[src/rtl/tholin_bus_target.sv]
// tholin_bus_target: pad-side responder for the Tholin 16-bit multiplexed external bus.
// Captures the address from the latch-enable phases, answers OEb reads after RD_LAT wait cycles,
// and merges WEb_lo/WEb_hi byte-lane writes into a DEPTH x 16 word store.
// Ports: wb_clk_i/wb_rst_i clock and async active-high reset; bus_in address/data from the initiator;
//   bus_out/bus_oe read data and pad output enable; le_lo/le_hi address latch enables;
//   OEb, WEb_lo, WEb_hi active-low strobes; hit = latched address[31:16] matches BASE_HI;
//   err = sticky protocol error, cleared only by reset.
module tholin_bus_target #(
  parameter int          ADDR_W  = 8,
  parameter logic [15:0] BASE_HI = 16'h0000,
  parameter int          RD_LAT  = 2
) (
  input  logic        wb_clk_i,
  input  logic        wb_rst_i,
  input  logic [15:0] bus_in,
  output logic [15:0] bus_out,
  output logic        bus_oe,
  input  logic        le_lo,
  input  logic        le_hi,
  input  logic        OEb,
  input  logic        WEb_lo,
  input  logic        WEb_hi,
  output logic        hit,
  output logic        err
);

  localparam int DEPTH = 1 << ADDR_W;

  typedef enum logic [1:0] {
    IDLE     = 2'd0,
    RD_WAIT  = 2'd1,
    RD_DRIVE = 2'd2,
    WR       = 2'd3
  } state_t;

  // Address latch: only the word-index bits of the low half are kept, addr[0] is a byte offset.
  logic [ADDR_W-1:0] aidx_q;
  logic [15:0]       ahi_q;

  // Single-stage sampling of strobes and data; the FSM only looks at these.
  logic              s_oeb_q;
  logic              s_weblo_q;
  logic              s_webhi_q;
  logic [15:0]       s_bus_q;

  state_t            state_q;
  logic [3:0]        cnt_q;
  logic [ADDR_W-1:0] idx_q;      // index frozen when an access leaves IDLE
  logic [7:0]        wlo_q;
  logic [7:0]        whi_q;
  logic              mlo_q;
  logic              mhi_q;
  logic [15:0]       bus_out_q;
  logic              bus_oe_q;
  logic              err_q;

  logic [15:0]       mem [DEPTH];

  logic              commit_d;
  logic              any_web_lo;

  assign hit        = (ahi_q == BASE_HI);
  assign any_web_lo = !s_weblo_q || !s_webhi_q;

  // A write lands once both sampled strobes are back high. Gating with reset keeps an
  // in-flight write from landing on the edge where reset is still asserted.
  assign commit_d = (state_q == WR) && s_weblo_q && s_webhi_q && !wb_rst_i;

  always_ff @(posedge wb_clk_i) begin
    if (commit_d) begin
      if (mlo_q) mem[idx_q][7:0]  <= wlo_q;
      if (mhi_q) mem[idx_q][15:8] <= whi_q;
    end
  end

  always_ff @(posedge wb_clk_i or posedge wb_rst_i) begin
    if (wb_rst_i) begin
      aidx_q    <= '0;
      ahi_q     <= '0;
      s_oeb_q   <= 1'b1;
      s_weblo_q <= 1'b1;
      s_webhi_q <= 1'b1;
      s_bus_q   <= '0;
      state_q   <= IDLE;
      cnt_q     <= '0;
      idx_q     <= '0;
      wlo_q     <= '0;
      whi_q     <= '0;
      mlo_q     <= 1'b0;
      mhi_q     <= 1'b0;
      bus_out_q <= '0;
      bus_oe_q  <= 1'b0;
      err_q     <= 1'b0;
    end else begin
      s_oeb_q   <= OEb;
      s_weblo_q <= WEb_lo;
      s_webhi_q <= WEb_hi;
      s_bus_q   <= bus_in;

      // The latch follows the pins even mid-access; the access itself uses idx_q.
      if (le_lo) aidx_q <= bus_in[ADDR_W:1];
      if (le_hi) ahi_q  <= bus_in;
      if ((le_lo || le_hi) && (state_q != IDLE)) err_q <= 1'b1;

      case (state_q)
        IDLE: begin
          if (!s_oeb_q && any_web_lo) begin
            err_q <= 1'b1;
          end else if (hit && !s_oeb_q) begin
            idx_q <= aidx_q;
            if (RD_LAT == 0) begin
              bus_out_q <= mem[aidx_q];
              bus_oe_q  <= 1'b1;
              state_q   <= RD_DRIVE;
            end else begin
              cnt_q   <= 4'(RD_LAT - 1);
              state_q <= RD_WAIT;
            end
          end else if (hit && any_web_lo) begin
            // Capture lanes already here so a single-cycle strobe still writes.
            idx_q   <= aidx_q;
            state_q <= WR;
            if (!s_weblo_q) begin
              wlo_q <= s_bus_q[7:0];
              mlo_q <= 1'b1;
            end
            if (!s_webhi_q) begin
              whi_q <= s_bus_q[15:8];
              mhi_q <= 1'b1;
            end
          end
        end

        RD_WAIT: begin
          if (s_oeb_q) begin
            state_q <= IDLE;
          end else if (cnt_q == 4'd0) begin
            bus_out_q <= mem[idx_q];
            bus_oe_q  <= 1'b1;
            state_q   <= RD_DRIVE;
          end else begin
            cnt_q <= cnt_q - 4'd1;
          end
        end

        RD_DRIVE: begin
          if (s_oeb_q) begin
            bus_oe_q <= 1'b0;
            state_q  <= IDLE;
          end
        end

        WR: begin
          if (!s_oeb_q) err_q <= 1'b1;
          if (!s_weblo_q) begin
            wlo_q <= s_bus_q[7:0];
            mlo_q <= 1'b1;
          end
          if (!s_webhi_q) begin
            whi_q <= s_bus_q[15:8];
            mhi_q <= 1'b1;
          end
          if (s_weblo_q && s_webhi_q) begin
            mlo_q   <= 1'b0;
            mhi_q   <= 1'b0;
            state_q <= IDLE;
          end
        end

        default: state_q <= IDLE;
      endcase
    end
  end

  assign bus_out = bus_out_q;
  assign bus_oe  = bus_oe_q;
  assign err     = err_q;

endmodule

[config.mk]
export PLATFORM = sky130hd
export DESIGN_NAME = tholin_bus_target
export DESIGN_NICKNAME = d
export VERILOG_FILES = /design/src/rtl/tholin_bus_target.sv
export SDC_FILE = /design/constraint.sdc
export NUM_CORES = 2
export LEC_CHECK = 0
export ABC_AREA = 1
export ABC_CLOCK_PERIOD_IN_PS = 5700
export CAP_MARGIN = 20
export CORE_ASPECT_RATIO = 1.2
export CORE_MARGIN = 5
export CORE_UTILIZATION = 25
export CTS_CLUSTER_DIAMETER = 80
export DETAILED_ROUTE_END_ITERATION = 10
export HOLD_SLACK_MARGIN = 0.08
export MAX_ROUTING_LAYER = met4
export PLACE_DENSITY = 0.45
export SLEW_MARGIN = 40
export SYNTH_ARGS = -nofsm -noshare
export SYNTH_HDL_FRONTEND = slang
export SYNTH_SLANG_ARGS = --single-unit
[constraint.sdc]
create_clock -name wb_clk_i -period 5.7 [get_ports wb_clk_i]
set_input_delay 0.57 -clock wb_clk_i [delete_from_list [all_inputs] [get_ports wb_clk_i]]
set_output_delay 0.57 -clock wb_clk_i [all_outputs]
set_load 0.005 [all_outputs]
* Word level (Yosys, flattened, before mapping)
Memory sizes are Yosys's and may differ from the RTL's. A register that Yosys moved wholly into a read port is not among the register bits.
Index checks and enable logic that the tools add are counted.
** Operators by class
- Multiplexer cells :: 51
- Bitwise logic cells :: 2
- Eq/ne operators :: 14
- Add/subtract/negate cells :: 1
- Reductions and logical operators :: 28
** Operator list (count)
- two-way mux 8 bit :: 10
- one-hot mux 8 bit (2 select lines) :: 2
- two-way mux 1 bit :: 22
- logical NOT 16 bit :: 1
- two-way mux 4 bit :: 4
- inequality test 2 bit (second input constant) :: 8
- two-way mux 2 bit :: 7
- AND reduction 5 bit :: 2
- nonzero test 2 bit :: 5
- logical AND 1 bit :: 8
- one-hot mux 1 bit (2 select lines) :: 4
- one-hot mux 2 bit (4 select lines) :: 1
- one-hot mux 4 bit (2 select lines) :: 1
- AND reduction 4 bit :: 2
- inequality test 3 bit (second input constant) :: 2
- AND reduction 3 bit :: 2
- == test 2 bit (second input constant) :: 2
- logical NOT 1 bit :: 4
- logical NOT 4 bit :: 1
- subtractor 4 x 1 -> 4 bit (second input constant) :: 1
- == test 2 x 1 -> 1 bit (second input constant) :: 1
- logical NOT 2 bit :: 1
- logical OR 1 bit :: 2
- inequality test 2 x 1 -> 1 bit (second input constant) :: 1
- NOT 1 bit :: 2
** Word-level totals
- RAM bits :: 4096
- Input bits :: 23
- Register bits :: 77
- Logic and storage cells :: 112
- Memories kept :: 1
** Memories
- mem :: depth 256, width 16, rd ports 1, clocked after Yosys merged registers in 1, write ports 1, line 57 : logic [15:0] mem [DEPTH];

* Depth between registers and ports, before layout
- Word-level depth :: 7
- Mapped depth :: 18
- Gate-level depth less buffers :: 15

* Least setup slack after synthesis
OpenSTA, ideal clock, no wires.
- Path type :: input-to-reg
- Start :: input port wb_rst_i
- End :: memory mem[180][10], enable pin
- Slack :: 1314 ps
- Data required time :: 5317 ps
- Stages :: 5
- Library setup time :: 383 ps
- Arrival :: 4003 ps
- Cell sequence :: inv_1 nand3_1 buf_1 clkbuf_1 nor3_1
** Between the ends
- Longest elaborated chain between the ends :: 4
** RTL lines
- start, declared :: line 14 : input logic wb_rst_i,
- logical NOT 1 bit (no line)
- logical AND 1 bit :: line 67 : assign commit_d = (state_q == WR) && s_weblo_q && s_webhi_q && !wb_rst_i;
- two-way mux 1 bit :: line 70 : if (commit_d) begin
- two-way mux 1 bit (implied by the code) :: line 72 : if (mhi_q) mem[idx_q][15:8] <= whi_q;
- end, declared :: line 57
No other way between the ends.

==> impl_metrics.tcl <==
set metrics [dict create \
    cts-buffers-inserted 418 \
    yosysTopAreaCell "edfxtp_1" \
    clk_transition_reported_paths_ns 0.06 \
    setup_viol 0 \
    max-slew-margin-rel 0.371 \
    via_per_inst 4.49 \
    ys_top_cells_by_area "edfxtp_1, nand2_1, nor3_1" \
    yosys_warnings 0 \
    power_frac_clock 0.374 \
    peakVddDrop_mv 0.396 \
    netlist_area_sq_um 169000 \
    synthToLayoutAreaGrowth_pct 17.1 \
    drive_above_1_share 0.0944 \
    drtIter0Drc 8765 \
    swShare 0.256 \
    h-tree-depth 5 \
    synth.top_cells.by_count "nand2_1, edfxtp_1, nor2_1" \
    initial_core_util 0.251 \
    synthCells 14831 \
    vias 109748 \
    overflow 0 \
    design_area_sq_um 197000 \
    die_w_microns 759 \
    ant_nets 0 \
    synthArstFlopShare 0.0222 \
    rsz0062_at_grt "no" \
    rows 330 \
    pwr-share-seq 0.535 \
    die_h_microns 909 \
    core_sq_um 673000 \
    crit_arrival_ns 5.04 \
    place_area_sq_um 183000 \
    die-area_sq_um 691000 \
    comb_power_share 0.091 \
    startpoint_type "flip-flop" \
    grt_pass1_wl_microns 800000 \
    maxCapViolations 0 \
    cp.required_ns 6.59 \
    cts_tree "done" \
    seq_area_frac_synth 0.744 \
    synth_cell_types 33 \
    grt_pass1_vias 107439 \
    numPortBuffers 41 \
    clock_sinks 4189 \
    min_period_ns 4.15 \
    synth_most_common_cell "nand2_1" \
    crit_path_max_fanout 84 \
    nets 15151 \
    cp-end-kind "flip-flop" \
    gr-usage-all-layers 0.161 \
    drc 0 \
    path_cells "inv_16 > nor2_4 > buf_12 > buf_12 > nand2_1 > nand2_1 > o21ai_0 > nand2_1 > o21ai_0 > nand2_1 > nor2_1 > nand2_1 > inv_1 > nand2_1 > nor2_1 > nor2_1" \
    max_clock_freq_mhz 241 \
    worstMarginPinSlew_ns 0.944 \
    wl_per_cell_microns 22.9 \
    synth_edf_count 4096 \
    ios 42 \
    synth-main-ff-cell "edfxtp_1" \
    worst_path_max_delay_cell "dfrtp_4" \
    insertion_delay_ns 1.02 \
    avgSynthCellArea_sq_um 11.4 \
    gp_congestion 0.794 \
    p_leak_nw 70.7 \
    clock_tree.buffer_depth 4 \
    intPower_w 0.0551 \
    grt_max_degree 146 \
    root_buffer "clkbuf_16" \
    slowest_delay_ns 0.60 \
    synth_nets 14859 \
    routed_wl_microns 560000 \
    status "finished clean" \
    utilization 0.293 \
    firstDrtPassIters 6 \
    fin_crit_sh 0.727 \
    hold_viol_final 0 \
    ys_ff_latch 4189 \
    critPathKind "flip-flop to flip-flop" \
    cts_setup_buffers 0 \
    dp_hpwl_microns 318000 \
    cp_common_cell "nand2_1" \
    drv_slew 0 \
    synth.top_cell.area_share 0.730 \
    p_switching_w 0.0190 \
    power_density_nw_per_um2 375 \
    finalSetupTns_ns 0 \
    clock_skew_ns 0.0598 \
    hp-class "primary input to asynchronous set/reset pin" \
    antenna_found_initial 18 \
]
==> registers in the layout, summed over array words and instances, names as in the netlist, 2 cells and up <==
register  cells
ahi_q        16
aidx_q        8
bus_out      16
cnt_q         4
idx_q         8
mem        4096
s_bus_q      16
state_q       2
whi_q         8
wlo_q         8
==> metal layers <==
| layer | wire length, microns | track usage | part of all wire |
|---|---|---|---|
| met4 | 16900 | 0.0453 | 0.030 |
| met3 | 24800 | 0.0159 | 0.044 |
| met1 | 240000 | 0.204 | 0.43 |
| met5 | 0 | - | 0 |
| met2 | 279000 | 0.276 | 0.50 |
==> stage by stage <==
| step | setup slack [ns] | power [W] | hold WS (ns) | instances |
|---|---|---|---|---|
| detailed placement | 1.55 | 0.0471 | 0.465 | 23638 |
| CTS | 1.54 | 0.0748 | 0.302 | 24426 |
| global placement | 1.53 | 0.0469 | 0.460 | 23629 |
| finish | 1.55 | 0.0741 | 0.396 | 24438 |
| floorplan | 1.31 | 0.0431 | 0.456 | 14831 |
| global route | 1.38 | 0.0763 | 0.378 | 24434 |
==> worst paths after layout <==
check	slack, ns	to	from	depth (start not counted)
min in group wb_clk_i	0.47	wlo_q[2]	s_bus_q[2]	1
max in group asynchronous	3.77	idx_q[0]	wb_rst_i	5
hold reg to reg	0.47	wlo_q[2]	s_bus_q[2]	1
setup reg to reg	1.55	bus_out[12]	idx_q[1]	16
hold / removal	0.40	idx_q[4]	wb_rst_i	3
setup / recovery	1.55	bus_out[12]	idx_q[1]	16
==> cell type report <==
type                            count  area (sq um)
Inverter                           69           314
Multi-Input combinational cell   9715         40200
Tap cell                         8964         11200
Fill cell                       68820        475000
Clock inverter                    253          2390
Sequential cell                  4189        125000
Antenna cell                        5          12.5
Clock buffer                      513         11100
Timing Repair Buffer              730          6790
==> power groups by stage <==
stage	Sequential, W	Combinational, W	Clock [W]
floorplan	0.0425	0.000610	0
global placement	0.0406	0.00628	0
detailed placement	0.0405	0.00658	0
CTS	0.0398	0.00659	0.0283
global route	0.0397	0.00717	0.0295
finish	0.0397	0.00671	0.0277
==> critical path, delay by kind of cell, from the launching register on <==
kind            cells  cell delay [ns]
compound gates      2             0.72
buf+inv             4             1.13
flops               1             0.60
simple gates       10             1.31
==> what timing repair did <==
action	in CTS	in global routing
hold buffers	22	0
hold endpoints to repair	40	0
gates resized for setup	0	0
==> layout by cell type (no fill, tap or decap), types with 6 or more instances in the layout <==
| cell type | n |
|---|---|
| a21oi_1 | 279 |
| a22oi_1 | 12 |
| buf_12 | 80 |
| buf_16 | 6 |
| buf_4 | 566 |
| buf_6 | 14 |
| bufinv_16 | 40 |
| clkbuf_1 | 81 |
| clkbuf_16 | 427 |
| clkdlybuf4s50_1 | 38 |
| clkinv_1 | 107 |
| clkinv_2 | 71 |
| clkinvlp_4 | 14 |
| dfrtp_1 | 72 |
| dfrtp_4 | 18 |
| dlygate4sd3_1 | 22 |
| edfxtp_1 | 4096 |
| inv_1 | 55 |
| inv_6 | 12 |
| mux2_2 | 16 |
| nand2_1 | 7314 |
| nand2_2 | 7 |
| nand2_4 | 15 |
| nand3_1 | 234 |
| nand4_1 | 317 |
| nor2_1 | 616 |
| nor2_4 | 11 |
| nor3_1 | 402 |
| nor3_2 | 106 |
| nor3_4 | 9 |
| o21ai_0 | 330 |
| o21ai_1 | 17 |
==> cell families (layout without fill, tap and decap cells) <==
group | after synthesis | in the layout | synth area share
DFF | 4189 | 4189 | 0.744
other | 0 | 5 | 0
and+or+nand+nor | 9044 | 9044 | 0.212
AOI/OAI and AO/OA | 648 | 648 | 0.0195
xor gates and xnor gates | 2 | 2 | 0.000104
muxes | 16 | 16 | 0.00107
buffers and inverters | 927 | 1565 | 0.0233
adders and majority gates | 5 | 5 | 0.000371
Note: power is estimated with default switching activity, not from simulation.
